File: src/rtl/boreal_action_arbiter.sv
// ---------------------------------------------------------------------------
// boreal_action_arbiter
//
// Round-robin arbiter that funnels action requests from N_REQ Decision VM
// instances into the single action port of the Gate. One transaction at a
// time: pick a requester, present its latched payload to the Gate, wait for
// the Gate to accept (gate_ready falls) and complete (gate_ready rises), then
// hand the completion back to the granted requester as a low pulse on its
// rq_ready.
//
// Handshake semantics (both sides): a ready line that is high means "idle,
// able to take an action". The consumer drops ready to accept an action and
// raises it again on completion, so an accept/complete pair shows up as a low
// pulse on ready. Toward the Gate, gate_valid is held from the cycle after
// the pick until the Gate's ready is sampled low (accept) or the accept
// timeout expires. Toward the requesters, only the granted requester's
// rq_ready ever goes low; everyone else sees a constant 1 and keeps waiting.
//
// Ports:
//   clk, rst_n                  clock, synchronous active-low reset
//   arb_enable                  1 = new picks allowed (in-flight work always finishes)
//   rq_valid[N_REQ]             per-requester request
//   rq_opcode/target/arg0/arg1  per-requester payload, requester i at [32i+31:32i]
//   rq_ready[N_REQ]             per-requester ready (low pulse = accept/complete)
//   gate_valid                  action valid toward the Gate
//   gate_opcode/target/arg0/arg1 payload latched at the pick
//   gate_ready                  Gate ready
//   grant_id                    current or last granted requester
//   busy                        any state other than IDLE
//   err_timeout                 sticky accept-timeout flag, cleared only by reset
//   grant_count                 completed (non-timeout) grants, saturating
//   state_dbg                   current FSM state for observation
// ---------------------------------------------------------------------------
module boreal_action_arbiter #(
    parameter int N_REQ   = 4,
    parameter int TIMEOUT = 255
) (
    input  logic                 clk,
    input  logic                 rst_n,
    input  logic                 arb_enable,
    input  logic [N_REQ-1:0]     rq_valid,
    input  logic [N_REQ*32-1:0]  rq_opcode,
    input  logic [N_REQ*32-1:0]  rq_target,
    input  logic [N_REQ*32-1:0]  rq_arg0,
    input  logic [N_REQ*32-1:0]  rq_arg1,
    output logic [N_REQ-1:0]     rq_ready,
    output logic                 gate_valid,
    output logic [31:0]          gate_opcode,
    output logic [31:0]          gate_target,
    output logic [31:0]          gate_arg0,
    output logic [31:0]          gate_arg1,
    input  logic                 gate_ready,
    output logic [2:0]           grant_id,
    output logic                 busy,
    output logic                 err_timeout,
    output logic [15:0]          grant_count,
    output logic [1:0]           state_dbg
);

    localparam logic [1:0] S_IDLE      = 2'd0;
    localparam logic [1:0] S_ISSUE     = 2'd1;
    localparam logic [1:0] S_WAIT_DONE = 2'd2;
    localparam logic [1:0] S_RELEASE   = 2'd3;

    logic [1:0]  state;
    logic [2:0]  last_grant;
    logic [15:0] tmo_cnt;
    logic        timed_out;   // current transaction ended by timeout

    // Payloads unpacked into 8-entry arrays so a 3-bit index always fits,
    // independent of N_REQ. Unused slots read as zero and are never picked.
    logic [31:0] op_arr  [8];
    logic [31:0] tgt_arr [8];
    logic [31:0] a0_arr  [8];
    logic [31:0] a1_arr  [8];
    logic [7:0]  valid_pad;

    for (genvar i = 0; i < 8; i++) begin : g_unpack
        if (i < N_REQ) begin : g_used
            assign op_arr[i]  = rq_opcode[32*i +: 32];
            assign tgt_arr[i] = rq_target[32*i +: 32];
            assign a0_arr[i]  = rq_arg0[32*i +: 32];
            assign a1_arr[i]  = rq_arg1[32*i +: 32];
        end else begin : g_unused
            assign op_arr[i]  = '0;
            assign tgt_arr[i] = '0;
            assign a0_arr[i]  = '0;
            assign a1_arr[i]  = '0;
        end
    end

    assign valid_pad = 8'(rq_valid);

    // Round-robin search starting at last_grant+1 with wrap. The loop runs
    // from the farthest candidate to the nearest so the nearest valid
    // requester overwrites any earlier hit.
    logic       pick_found;
    logic [2:0] pick_idx;
    logic [2:0] cand;

    always_comb begin
        pick_found = 1'b0;
        pick_idx   = '0;
        cand       = '0;
        for (int k = N_REQ; k >= 1; k--) begin
            cand = 3'((int'(last_grant) + k) % N_REQ);
            if (valid_pad[cand]) begin
                pick_found = 1'b1;
                pick_idx   = cand;
            end
        end
    end

    // Only the granted requester ever sees ready low: through WAIT_DONE, and
    // for the single RELEASE cycle after a timeout (the synthetic completion
    // pulse that keeps it from deadlocking).
    always_comb begin
        rq_ready = '1;
        for (int i = 0; i < N_REQ; i++) begin
            if (grant_id == 3'(i) &&
                (state == S_WAIT_DONE || (state == S_RELEASE && timed_out))) begin
                rq_ready[i] = 1'b0;
            end
        end
    end

    assign busy      = (state != S_IDLE);
    assign state_dbg = state;

    always_ff @(posedge clk) begin
        if (!rst_n) begin
            state       <= S_IDLE;
            last_grant  <= 3'(N_REQ - 1);
            tmo_cnt     <= '0;
            timed_out   <= 1'b0;
            gate_valid  <= 1'b0;
            gate_opcode <= '0;
            gate_target <= '0;
            gate_arg0   <= '0;
            gate_arg1   <= '0;
            grant_id    <= '0;
            err_timeout <= 1'b0;
            grant_count <= '0;
        end else begin
            case (state)
                S_IDLE: begin
                    if (arb_enable && gate_ready && pick_found) begin
                        gate_opcode <= op_arr[pick_idx];
                        gate_target <= tgt_arr[pick_idx];
                        gate_arg0   <= a0_arr[pick_idx];
                        gate_arg1   <= a1_arr[pick_idx];
                        grant_id    <= pick_idx;
                        tmo_cnt     <= '0;
                        timed_out   <= 1'b0;
                        gate_valid  <= 1'b1;
                        state       <= S_ISSUE;
                    end
                end
                S_ISSUE: begin
                    if (!gate_ready) begin
                        // Gate accepted the action.
                        gate_valid <= 1'b0;
                        state      <= S_WAIT_DONE;
                    end else if (tmo_cnt == 16'(TIMEOUT)) begin
                        gate_valid  <= 1'b0;
                        err_timeout <= 1'b1;
                        timed_out   <= 1'b1;
                        state       <= S_RELEASE;
                    end else begin
                        tmo_cnt <= tmo_cnt + 16'd1;
                    end
                end
                S_WAIT_DONE: begin
                    if (gate_ready) begin
                        state <= S_RELEASE;
                    end
                end
                S_RELEASE: begin
                    last_grant <= grant_id;
                    if (!timed_out && grant_count != 16'hFFFF) begin
                        grant_count <= grant_count + 16'd1;
                    end
                    state <= S_IDLE;
                end
                default: begin
                    state <= S_IDLE;
                end
            endcase
        end
    end

endmodule

File: config.mk
export PLATFORM = sky130hd
export DESIGN_NAME = boreal_action_arbiter
export DESIGN_NICKNAME = d
export VERILOG_FILES = /design/src/rtl/boreal_action_arbiter.sv
export SDC_FILE = /design/constraint.sdc
export NUM_CORES = 1
export LEC_CHECK = 0
export CAP_MARGIN = 20
export CORE_AREA = 2 2 264 266
export CTS_BUF_LIST = sky130_fd_sc_hd__clkbuf_8
export DETAILED_ROUTE_END_ITERATION = 10
export DIE_AREA = 0 0 266 268
export MAX_ROUTING_LAYER = met4
export PLACE_DENSITY_LB_ADDON = 0.15
export SETUP_SLACK_MARGIN = 0.15
export SLEW_MARGIN = 20
export SYNTH_ARGS = -nofsm -noshare
export SYNTH_HDL_FRONTEND = slang
export SYNTH_SLANG_ARGS = --single-unit
File: constraint.sdc
create_clock -name clk -period 2.4 [get_ports clk]
set_clock_uncertainty 0.15 [all_clocks]
set_input_delay 0.24 -clock clk [delete_from_list [all_inputs] [get_ports clk]]
set_output_delay 0.24 -clock clk [all_outputs]
set_load 0.03 [all_outputs]
==> impl_results.md <==
* Status: finished clean
* Input/output buffers at 674
* Placement Rows at 96
* Worst Path Max Fanout at 4
* Post-Syn Instances at between 1000 and 1500
* Register area share after synthesis at between 30% and 40%
* Reg2reg setup slack at approximately 220 ps
* Ys Warns at 0
* Final Cell Area at around 0.02 sq mm
* Die Area at 0.0713 sq mm
* Worst r2r path cells at 10
* Worst Hold Depth at 3
* Maximum vdd drop at about 280 uV
* Number of synthesized flops with an enable pin at 0
* DRT antenna net count at 0
* All-layer global routing usage at 17.5%
* Most Crowded Layer GR: met2
* Met2 GRT Util at between 30% and 40%
* Die W at 266 um
* Post-Synthesis Cell Area at between 0.01 and 0.015 sq mm
* Placed Area at 0.0193 sq mm
* Sum of negative setup slack at 0 ps
* Pleak at approximately 0.0073 uW
* I/O pin count at around 680
* Reg2Reg Launch Point: state_dbg[1]
* Reg-to-reg endpoint: tmo_cnt[14]
* Share of Yosys cell area claimed by the top area cell type at 31.8%
* Critical Path Start Type: register
* Post-synth ARST share at 0%
* Type of the tightest min-delay check: in2reg
* Hold Startpoint: rq_arg0[34]
* Wire per inst at roughly 22 um
* Fraction of layout cells with a size suffix above 1 at between 10% and 20%
* Drt first pass iters at 6
* Fmax at between 0.4 and 0.5 GHz
* Post-Syn Nets at roughly 1800
* Die Height at 268 um
* Period utilisation layout at a little over nine tenths
* Max Cap Viol at 0
* Unrepaired setup endpoints after global routing: true
* Top FF cell, synth: dfxtp_1
* Worst hold path endpoint: gate_arg0[2]
* Synth cell types at 53
* Core ar. at 0.0682 sq mm
* GR Layer Usage met3 at under 10%
* Reg clk slew, reported paths at ~120 ps
* Kind of critical path: reg2out
* Slew margin rel. at between 60% and 70%
* Via count at around 13000
* CTS tree: built
* Placer Congestion at 0.893
* Synth Register Bits at between 150 and 200
* Antenna violations before repair at 18
* Area contributors post-synth: dfxtp_1 (32%), mux2i_1 (16%), a211oi_1 (6.1%)
* Arr. time, crit path at roughly 1900 ps
* Vias/cell at 4.50
* Count leader, synth: mux2i_1
* Power per Cell Area at between 500 and 600 mW/mm^2
* Worst-margin pin slew at roughly 550 ps
* Worst Path Required at 2010 ps
* Total power at 10900 uW
* Clk buf depth at 2
* Final setup fails at 0
* Cts bufs inserted at 17
* CTS root buffer: clkbuf_8
* Layout Area Growth over Synthesis at 87.6%
* Worst Setup Slack, final at between 100 and 150 ps
* Residual DRC at 0
* H-tree depth at 4
* First DRT Iteration DRCs at ~570
* Avg Synthesized Cell Area at between 8 and 9 sq um
* First-pass GRT wire length at around 90000 um
* Clock latency on the worst-skew pair at around 560 ps
* Max-slew violations at 0
* Largest net degree at the start of global routing at a little over 40
* Fin Hold WS at about 210 ps
* Leading area contributor after synthesis: dfxtp_1
* Starting Density at approximately 16%
* Final Net Count at between 2000 and 2500
* Final Hold Fails at 0
* Final critical-path required period at 2250 ps
* Endpoint class of the critical path: primary output
* Most frequent cells after synthesis: mux2i_1 (174), dfxtp_1 (169), o21ai_0 (100), nand3_1 (99), a31oi_1 (88)
* M1 GR Usage at roughly a fifth
* Dpl ws at -231 ps
* Placed wire-length estimate at around 50000 um
* CTS Sinks at 169
* Vias in the first global route at between 10000 and 15000
* WL final at around 63000 um
* Remaining global-route overflow at 0
power by group:
group / switching (uW) / total [uW] / internal (uW)
Clock: 1370 / 2310 / 943
Combinational: 2600 / 5200 / 2600
Sequential: 220 / 3370 / 3150
Total: 4190 / 10900 / 6690
metal layers:
metal  part of all wire [%]  vias to the layer above
li1                       -                     6168
met1                     40                     6231
met2                     53                      419
met3                    5.7                       63
met4                    1.6                        0
met5                      0                        -
kinds of logic (layout without fill, tap and decap cells):
kind of cell	after synthesis	in the layout	share of synthesized area (%)
DFF	169	169	31.8
buffers and inverters	180	903	7.45
and+or+nand+nor	253	253	13.2
other	1	9	0.0353
AOI/OAI and AO/OA	400	400	23.8
xor gates and xnor gates	18	18	1.48
adders and majority gates	6	6	0.706
muxes	222	222	21.5
state kept, by name, summed over array words and instances (netlist names), 2 cells and up:
name,count
gate_arg0,32
grant_id,2
gate_opcode,32
gate_arg1,32
last_grant,2
gate_target,32
tmo_cnt,16
state_dbg,2
grant_count,16
worst max path at each step:
stage / end / slack, ps / from / depth (start not counted)
after floorplan: gate_arg1[0] / 160 / state_dbg[0] / 9
after global placement: gate_target[10] / -230 / rq_valid[3] / 9
after detailed placement: gate_target[10] / -230 / rq_valid[3] / 9
after CTS: rq_ready[0] / 30 / state_dbg[1] / 5
after global routing: rq_ready[2] / 50 / state_dbg[0] / 6
final: rq_ready[2] / 150 / state_dbg[0] / 6
cell type report:
class,count,area [sq um]
diodes,8,20.0
clock buffers,17,234
clock inverters,14,165
fillers,7193,48300
inverters,53,201
multi-input cells,900,6600
flip-flops and latches,169,3390
well taps,882,1100
repair buffers,819,8230
what timing repair did:
action                                 in CTS  in global routing
setup endpoints to repair                  54                 60
buffers inserted                            7                  3
hold buffers                                1                  0
gates cloned                                0                  1
endpoints found under the hold margin       9                  0
gates resized for setup                    28                 17
pin swaps                                   1                  1
critical path: stages (launching register included):
cell	delay (ps)
dfxtp_4	380
inv_4	90
ha_4	150
a21oi_4	40
buf_6	130
or3b_4	360
buf_6	150
stage by stage:
step                      util [%]  std cells
after floorplan                  -       1249
after global placement        28.3       2811
after detailed placement      28.3       2811
after CTS                     29.0       2850
after global routing          29.2       2861
final                         29.2       2862
cell usage in the layout, fill, tap and decap left out, types with 17 or more instances in the layout:
cell             netlist  routed
a211oi_1              87      87
a21oi_1               18      17
a31oi_1               88      88
buf_12                 0      30
buf_4                 11     112
clkbuf_8               0      17
clkdlybuf4s50_1        0     661
dfxtp_1              169     167
inv_1                 52      51
mux2_2                41      41
mux2i_1              174     173
nand2_1               23      22
nand3_1               99      96
nor2_1                32      30
nor3b_1               43      43
o21ai_0              100      98
o21ai_1               48      49
o221ai_1              38      38
No activity file was read; power rests on OpenSTA's default activity.
